### config.mk
export PLATFORM = sky130hd
export DESIGN_NAME = stream_max_min
export DESIGN_NICKNAME = d
export VERILOG_FILES = /design/src/rtl/stream_max_min.sv
export SDC_FILE = /design/constraint.sdc
export NUM_CORES = 1
export LEC_CHECK = 0
export ABC_CLOCK_PERIOD_IN_PS = 3000
export CORE_UTILIZATION = 51
export CTS_CLUSTER_DIAMETER = 60
export DETAILED_ROUTE_END_ITERATION = 12
export PLACE_DENSITY = 0.88
export SETUP_SLACK_MARGIN = 0.05
export SKIP_CTS_REPAIR_TIMING = 1
export SLEW_MARGIN = 20
export SYNTH_ARGS = -nofsm -noshare
export SYNTH_HDL_FRONTEND = slang
export SYNTH_SLANG_ARGS = --single-unit
### constraint.sdc
create_clock -name clk -period 3 [get_ports clk]
set_input_delay 0.6 -clock clk [delete_from_list [all_inputs] [get_ports clk]]
set_output_delay 0.6 -clock clk [all_outputs]
set_load 0.01 [all_outputs]
### src/rtl/stream_max_min.sv
// Streaming extremum tracker: running max/min with first-occurrence indices over a frame.
// Optional two's-complement compare when STREAM_MAXMIN_SIGNED_EN is defined.
module stream_max_min #(
  parameter  int N     = 5,
  parameter  int DEPTH = 8,
  localparam int IW    = $clog2(DEPTH)
) (
  input  logic          clk,
  input  logic          rst_n,
  input  logic          in_valid,
  output logic          in_ready,
  input  logic [N-1:0]  in_data,
  input  logic          in_last,
  input  logic          signed_mode,
  output logic          out_valid,
  input  logic          out_ready,
  output logic [N-1:0]  max_val,
  output logic [N-1:0]  min_val,
  output logic [IW-1:0] max_idx,
  output logic [IW-1:0] min_idx,
  output logic [IW:0]   count,
  output logic          overflow
);

  typedef enum logic [1:0] {S_IDLE, S_ACC, S_DONE} state_t;

  localparam logic [IW:0] LAST_K  = (IW+1)'(DEPTH - 1);
  localparam logic [IW:0] CNT_ONE = (IW+1)'(1);

  state_t        state_q, state_d;
  logic [N-1:0]  max_q, max_d, min_q, min_d;
  logic [IW-1:0] max_idx_q, max_idx_d, min_idx_q, min_idx_d;
  logic [IW:0]   count_q, count_d;
  logic          overflow_q, overflow_d;
  logic          accept, frame_end, cmp_sm;

  // a < b decided by the borrow of an N+1-bit subtraction; MSB flip maps signed onto unsigned order
  function automatic logic lt(input logic [N-1:0] a, input logic [N-1:0] b, input logic sm);
    logic [N:0] diff;
    diff = {1'b0, a ^ {sm, {(N-1){1'b0}}}} - {1'b0, b ^ {sm, {(N-1){1'b0}}}};
    return diff[N];
  endfunction

`ifdef STREAM_MAXMIN_SIGNED_EN
  logic smode_q, smode_d;

  always_comb begin
    smode_d = smode_q;
    if (state_q == S_IDLE && accept) smode_d = signed_mode;
  end

  always_ff @(posedge clk or negedge rst_n) begin
    if (!rst_n) smode_q <= 1'b0;
    else        smode_q <= smode_d;
  end

  assign cmp_sm = smode_q;
`else
  logic unused_signed_mode;
  assign unused_signed_mode = signed_mode;
  assign cmp_sm = 1'b0;
`endif

  assign accept    = in_valid && (state_q != S_DONE);
  assign frame_end = in_last || (count_q == LAST_K);

  always_ff @(posedge clk or negedge rst_n) begin
    if (!rst_n) state_q <= S_IDLE;
    else        state_q <= state_d;
  end

  always_comb begin
    state_d = state_q;
    case (state_q)
      S_IDLE:  if (accept) state_d = in_last ? S_DONE : S_ACC;
      S_ACC:   if (accept && frame_end) state_d = S_DONE;
      S_DONE:  if (out_ready) state_d = S_IDLE;
      default: state_d = S_IDLE;
    endcase
  end

  always_comb begin
    in_ready  = (state_q != S_DONE);
    out_valid = (state_q == S_DONE);
  end

  // Ties leave the stored extremum alone, so the earliest index wins
  always_comb begin
    max_d      = max_q;
    min_d      = min_q;
    max_idx_d  = max_idx_q;
    min_idx_d  = min_idx_q;
    count_d    = count_q;
    overflow_d = overflow_q;
    case (state_q)
      S_IDLE: if (accept) begin
        max_d      = in_data;
        min_d      = in_data;
        max_idx_d  = '0;
        min_idx_d  = '0;
        count_d    = CNT_ONE;
        overflow_d = 1'b0;
      end
      S_ACC: if (accept) begin
        if (lt(max_q, in_data, cmp_sm)) begin
          max_d     = in_data;
          max_idx_d = count_q[IW-1:0];
        end
        if (lt(in_data, min_q, cmp_sm)) begin
          min_d     = in_data;
          min_idx_d = count_q[IW-1:0];
        end
        count_d    = count_q + CNT_ONE;
        overflow_d = (count_q == LAST_K) && !in_last;
      end
      S_DONE: if (out_ready) overflow_d = 1'b0;
      default: ;
    endcase
  end

  always_ff @(posedge clk or negedge rst_n) begin
    if (!rst_n) begin
      max_q      <= '0;
      min_q      <= '0;
      max_idx_q  <= '0;
      min_idx_q  <= '0;
      count_q    <= '0;
      overflow_q <= 1'b0;
    end else begin
      max_q      <= max_d;
      min_q      <= min_d;
      max_idx_q  <= max_idx_d;
      min_idx_q  <= min_idx_d;
      count_q    <= count_d;
      overflow_q <= overflow_d;
    end
  end

  assign max_val  = max_q;
  assign min_val  = min_q;
  assign max_idx  = max_idx_q;
  assign min_idx  = min_idx_q;
  assign count    = count_q;
  assign overflow = overflow_q;

endmodule

== Word-level counts from Yosys, hierarchy flattened ==
Cells that the tools add are included.
Word-level totals
  flip-flop bits (word level): 23
  latch bits: 0
  memory bits (writable): 0
  memory bits (read-only): 0
  output and inout port bits: 23
  memories kept: 0
Cells by class
  $add $sub $neg: 3
  multiply operators: 0
  divide/modulo/power cells: 0
  order comparisons: 0
  equality and inequality tests: 10
  shift operators: 0
  mux-type cells: 26
  bitwise gates (word level): 0
  reductions and logical operators: 13
Operators by type and width (number)
  $mux W5: 5
  $pmux W5 S2: 2
  $mux W3: 5
  $ne A2 B2 Y1 const B: 6
  $pmux W3 S2: 2
  $reduce_and A4 Y1: 3
  $sub A5 B5 Y6: 2
  $mux W2: 4
  $mux W4: 2
  $pmux W4 S2: 1
  $pmux W2 S3: 1
  $reduce_and A3 Y1: 2
  $add A4 B1 Y4 const B: 1
  $eq A4 B3 Y1 const B: 1
  $logic_and A1 B1 Y1: 3
  $mux W1: 3
  $pmux W1 S3: 1
  $reduce_bool A3 Y1: 1
  $eq A2 B1 Y1 const B: 1
  $eq A2 B2 Y1 const B: 1
  $logic_not A2 Y1: 1
  $ne A2 B1 Y1 const B: 1
  $reduce_bool A2 Y1: 1
  $logic_not A1 Y1: 1
  $logic_or A1 B1 Y1: 1

== Depth between registers and ports, before layout ==
Gate-level depths: netlist (run 1).
  word-level depth: 5
  mapped depth: 7

== Worst setup path after synthesis (run 1) ==
Ideal clock, no wire load.
  path kind: input to register
  start: input port in_data[2]
  end: register max_idx_q[2], in the netlist max_idx[2]
  arrival: 1.882 ns
  required time: 2.875 ns
  slack: 0.993 ns
  stages on the path: 7
  path buffers: 1
  cell sequence: inv_1 ha_1 a21oi_2 o21ai_1 a221o_1 buf_6 mux2_4
Between the ends
  word-level cells in the longest chain between the ends: 3
RTL lines
  from (decl): RTL line 12  | input logic [N-1:0] in_data,
  $sub A5 B5 Y6: RTL line 40  | diff = {1'b0, a ^ {sm, {(N-1){1'b0}}}} - {1'b0, b ^ {sm, {(N-1){1'b0}}}};
  $ne A2 B2 Y1 (no line)
  $reduce_and A4 Y1 (no line)
  to (signal assigned): RTL line 132  | max_idx_q <= max_idx_d;
  to (decl): RTL line 32  | logic [IW-1:0] max_idx_q, max_idx_d, min_idx_q, min_idx_d;
Every way passes these cells.
A chain may end at the register's enable or synchronous reset.

== Worst setup path in the final report (run 1) ==
  start: input port in_data[2]
  end: register max_q[0], in the netlist max_val[0]
Between the ends
  word-level cells in the longest chain between the ends: 3
RTL lines
  $sub A5 B5 Y6: RTL line 40
  $ne A2 B2 Y1 (no line)
  $reduce_and A4 Y1 (no line)
  to (signal assigned): RTL line 130  | max_q <= max_d;
  to (decl): RTL line 31  | logic [N-1:0] max_q, max_d, min_q, min_d;
Every way passes these cells.

==> impl_metrics.tcl, run 1 <==
set metrics [dict create \
    status "completed" \
    drive_gt1_frac 0.115 \
    worstPathCellList "clkdlybuf4s50_1 > inv_1 > ha_1 > a21oi_2 > o21ai_1 > a221o_1 > mux2_4" \
    die_x_um 51.1 \
    ys_seq_area_frac 0.467 \
    syn_inst 105 \
    final_common_cell "clkdlybuf4s50_1" \
    drt_drc_violations_left 0 \
    diodes 0 \
    syn_area_sq_um 1230 \
    ios 34 \
    cp_data_required_time_ns 3.20 \
    dieArea_sq_um 2610 \
    whs_endpoint "max_idx[0]" \
    worstSkewPairLatency_ns 0.30 \
    max_stage_delay_ns 0.52 \
    core-area_sq_um 2230 \
    async_reset_ff_frac 1.00 \
    finalPower_uw 1130 \
    timing.rr.end "max_val[0]" \
    area_delta_synth_final_pct 29.7 \
    synth_nets 125 \
    synth_area_per_cell_sq_um 11.7 \
    min_period_ns 2.42 \
    multi_input_area_sq_um 594 \
    gp_congestion 0.809 \
    startpoint_type "primary input" \
    synth-seq-cells 23 \
    synth_edf_count 0 \
    cellPowerDensity_nw_per_um2 708 \
    relSlewSlack 0.678 \
    port_buffers 32 \
    ant_nets 0 \
    grt_start_max_net_pins 24 \
    path_delay_family "compound AO/OA/AOI/OAI gates" \
    dp_slack_ns 0.260 \
    yosysWarnings 0 \
    rr_worst_depth 5 \
    finalSetupViolCount 0 \
    row_count 17 \
    grt_pass1_vias 958 \
    wl_per_cell_um 15.0 \
    cts_tree "yes" \
    seq_area_sq_um 576 \
    antenna_found_initial 0 \
    rsz0062_at_grt "no" \
    fin_crit_sh 0.805 \
    clock.fmax_ghz 0.414 \
    p_leak_uw 0.000802 \
    tns_ns 0 \
    critPathMaxFanout 8 \
    drv_slew 0 \
    fin_ws_ns 0.585 \
    crit_type "primary input to register" \
    r2r_slack_ns 1.07 \
    layout_common_cells "clkdlybuf4s50_1 (32), dfrtp_1 (23), inv_1 (9), ha_1 (9)" \
    endpoint_kind "register" \
    root_buffer "clkbuf_4" \
    hold_path.class "register to register" \
    skew_ns 0.00250 \
    vias 936 \
    clkSinkCount 23 \
    ys.flop_type "dfrtp_1" \
    ir_drop_v 0.000513 \
    holdPathStages 1 \
    die_y_um 51.1 \
    ys_types 32 \
    grt_use_total 0.222 \
    r2r-start "max_val[2]" \
    final_nets 160 \
    vias_per_cell 5.60 \
    drt-initial-drc-count 13 \
    cap_violations 0 \
    min_from "max_idx[0]" \
    path_clk_slew_ns 0.12 \
    fin_util 0.715 \
    finalHoldViolations 0 \
    fillers 178 \
    dr.pass1.iters 4 \
    cts_made_buffers 3 \
    grt_pass1_wl_um 4170 \
    cp_slowest_cell "clkdlybuf4s50_1" \
    clock_path_buffers 2 \
    dpl.hpwl_um 1930 \
    start_util 0.551 \
    arrival_ns 2.61 \
    worstMarginPinSlew_ns 0.482 \
    wl_um 2510 \
    cp_num_buf_inv 2 \
    grt.overflow.total 0 \
    htreeDepth 1 \
]
worst reg2reg max path: stages (launching register included):
cell,delay [ns]
dfrtp_1,0.42
ha_1,0.31
a21oi_2,0.13
o21ai_1,0.09
a221o_1,0.51
mux2_4,0.36
worst max-delay path by stage:
stage | startpoint | to | slack [ns] | cells after the start
5_1_grt | in_data[2] | max_val[4] | 0.53 | 7
2_1_floorplan | in_data[2] | max_idx[2] | 0.99 | 7
4_1_cts | in_data[2] | max_val[4] | 0.59 | 7
6_report | in_data[2] | max_val[0] | 0.58 | 7
3_3_place_gp | in_data[2] | max_idx[2] | 0.29 | 7
3_5_place_dp | in_data[2] | max_val[3] | 0.26 | 7
final cells by class:
type,instances,area share
multi-input combinational,69,0.372
sequential,23,0.361
timing repair buffer,33,0.205
inverter,10,0.0235
tap,28,0.0219
clock buffer,4,0.0165
cells by family after synthesis:
group           after synthesis  synth area share
flops                        23             0.467
compound gates               19             0.122
fa+ha+maj                     9            0.0915
buf+inv                      13            0.0498
mux                          14             0.148
simple gates                 27             0.121
synthesized netlist by cell type (2+ instances only):
library cell  instances  area, sq um
a221o_1               2         20.0
nor2_1                3         11.3
inv_1                 9         33.8
nand2_1               8         30.0
a32o_1                4         40.0
nor2b_1               3         18.8
nand3_1               2         10.0
mux2i_1               4         40.0
a21oi_1               2         10.0
ha_1                  9          113
a21o_1                3         22.5
and3_1                4         25.0
o21ai_1               3         15.0
a22o_1                2         17.5
mux2_4                8          120
dfrtp_1              23          576
per-stage QoR:
step / hold slack, ns / cell area, sq um / cells
floorplan: 0.304 / 1230 / 105
global placement: 0.480 / 1570 / 163
detailed placement: 0.484 / 1570 / 163
CTS: 0.513 / 1600 / 167
global route: 0.519 / 1600 / 167
finish: 0.507 / 1600 / 167
sequential cells by signal (all words and copies together), names as in the netlist:
signal,cells
min_val,5
overflow,1
count,4
max_idx,3
min_idx,3
max_val,5
state_q,2
power breakdown:
group,leakage (uW),switching [uW],internal (uW)
Clock,0.0000150,88.1,51.8
Sequential,0.000286,80.3,395
Combinational,0.000501,209,307
layer usage:
| metal | share of wire | wire length [um] | GRT usage | vias to the layer above |
|---|---|---|---|---|
| met5 | 0 | 0 | 0 | - |
| met4 | 0.0076 | 19 | 0.0741 | 0 |
| met1 | 0.44 | 1100 | 0.259 | 464 |
| met2 | 0.51 | 1290 | 0.404 | 24 |
| li1 | - | - | - | 446 |
| met3 | 0.039 | 99 | 0.0417 | 2 |
No activity file was read; power rests on OpenSTA's default activity.
==> run 2, diff against run 1 <==
--- a/config.mk
+++ b/config.mk
@@ -5,11 +5,11 @@
 export SDC_FILE = /design/constraint.sdc
 export NUM_CORES = 1
 export LEC_CHECK = 0
-export ABC_CLOCK_PERIOD_IN_PS = 3000
-export CORE_UTILIZATION = 51
+export ABC_CLOCK_PERIOD_IN_PS = 2100
+export CORE_UTILIZATION = 42
 export CTS_CLUSTER_DIAMETER = 60
 export DETAILED_ROUTE_END_ITERATION = 12
-export PLACE_DENSITY = 0.88
+export PLACE_DENSITY = 0.78
 export SETUP_SLACK_MARGIN = 0.05
 export SKIP_CTS_REPAIR_TIMING = 1
 export SLEW_MARGIN = 20
==> constraint.sdc (replaced) <==
create_clock -name clk -period 2.1 [get_ports clk]
set_input_delay 0.42 -clock clk [delete_from_list [all_inputs] [get_ports clk]]
set_output_delay 0.42 -clock clk [all_outputs]
set_load 0.01 [all_outputs]
==> impl_metrics.tcl, run 2 (same netlist as run 1, synthesis figures left out) <==
set metrics [dict create \
    min_period_ns 2.01 \
    grt.overflow.total 0 \
    grt_start_max_net_pins 24 \
    cts_made_buffers 3 \
    p_comb_frac 0.484 \
    drt_drc_violations_left 0 \
    placed_area_sq_um 1650 \
    dr.pass1.iters 4 \
    status "completed" \
    drt-initial-drc-count 27 \
    hold_path.class "primary input to register" \
    ios 34 \
    startpoint_type "primary input" \
    start_util 0.446 \
    finalHoldViolations 0 \
    root_buffer "clkbuf_4" \
    die_y_um 56.1 \
    port_buffers 32 \
    arrival_ns 2.23 \
    clkSinkCount 23 \
    gp_congestion 0.767 \
    finalSetupViolCount 0 \
    diodes 0 \
    grt_use_total 0.173 \
    tns_ns 0 \
    layout_common_cells "clkdlybuf4s50_1 (30), dfrtp_1 (22), buf_4 (13)" \
    drv_slew 0 \
    cts_tree "yes" \
    fillers 222 \
    vias_per_cell 5.29 \
    path_clk_slew_ns 0.12 \
    worstSkewPairLatency_ns 0.31 \
    grt_pass1_wl_um 4140 \
    core-area_sq_um 2760 \
    grt_pass1_vias 922 \
    rsz0062_at_grt "no" \
    clock.fmax_ghz 0.497 \
    ir_drop_v 0.000659 \
    pwr-share-seq 0.395 \
    relSlewSlack 0.722 \
    drive_gt1_frac 0.261 \
    multi_input_area_sq_um 642 \
    area_delta_synth_final_pct 43.5 \
    swShare 0.333 \
    antenna_found_initial 0 \
    cp_data_required_time_ns 2.31 \
    final_nets 174 \
    row_count 19 \
    critPathMaxFanout 3 \
    skew_ns 0.00102 \
    wl_um 2620 \
    wl_per_cell_um 14.2 \
    final_cell_area_sq_um 1770 \
    clock_path_buffers 2 \
    vias 973 \
    intPower_uw 1140 \
    final_common_cell "clkdlybuf4s50_1" \
    cap_violations 0 \
    die_x_um 56.1 \
    ant_nets 0 \
    dpl.hpwl_um 1930 \
    dieArea_sq_um 3150 \
    seq_area_sq_um 577 \
    cellPowerDensity_nw_per_um2 969 \
    htreeDepth 1 \
    p_sw_uw 570 \
    fin_crit_sh 0.958 \
    worstMarginPinSlew_ns 0.411 \
    p_clk_frac 0.121 \
    endpoint_kind "register" \
    p_leak_uw 0.000889 \
    crit_type "primary input to register" \
]
-- run 2: metal layers --
layer / wire length, um / global-route usage
met4: 42 / 0.0732
met3: 107 / 0.0326
met1: 1130 / 0.205
met5: 0 / 0
met2: 1340 / 0.304
-- run 2: area by class of cell --
type,instances,area share
multi-input combinational,69,0.363
clock buffer,4,0.0149
sequential,23,0.326
tap,31,0.0220
inverter,10,0.0212
timing repair buffer,47,0.252
-- run 2: through the flow --
stage	setup slack, ns	total power, uW	util	std cells	hold WS (ns)
finish	0.0878	1710	0.641	184	0.416
global route	0.0555	1820	0.641	184	0.406
CTS	-0.0186	1660	0.608	180	0.460
detailed placement	-0.343	1450	0.598	176	0.485
global placement	-0.311	1420	0.598	176	0.483
floorplan	0.273	1080	-	105	0.124
-- run 2: worst paths after layout --
path | startpoint | to | slack (ns) | cells after the start
worst max-delay path | in_data[4] | max_val[1] | 0.09 | 7
worst min-delay path | in_data[1] | min_val[1] | 0.42 | 3
worst max register to register | max_val[4] | max_val[1] | 0.27 | 5
worst min register to register | max_idx[0] | max_idx[0] | 0.52 | 1
max in group asynchronous | rst_n | state_q[0] | 1.41 | 2
min in group asynchronous | rst_n | min_val[3] | 0.45 | 2
-- run 2: power by group through the flow --
| stage | combinational, uW | clock [uW] | sequential, uW |
|---|---|---|---|
| 2_1_floorplan | 359 | 0 | 716 |
| 3_3_place_gp | 743 | 0 | 677 |
| 3_5_place_dp | 762 | 0 | 687 |
| 4_1_cts | 764 | 214 | 679 |
| 5_1_grt | 894 | 234 | 693 |
| 6_report | 828 | 207 | 677 |
-- run 2: critical path, cell delays in order --
cell,delay [ns]
clkdlybuf4s50_1,0.48
inv_1,0.06
ha_1,0.29
and3_4,0.19
a221o_1,0.34
buf_4,0.17
mux2_4,0.29
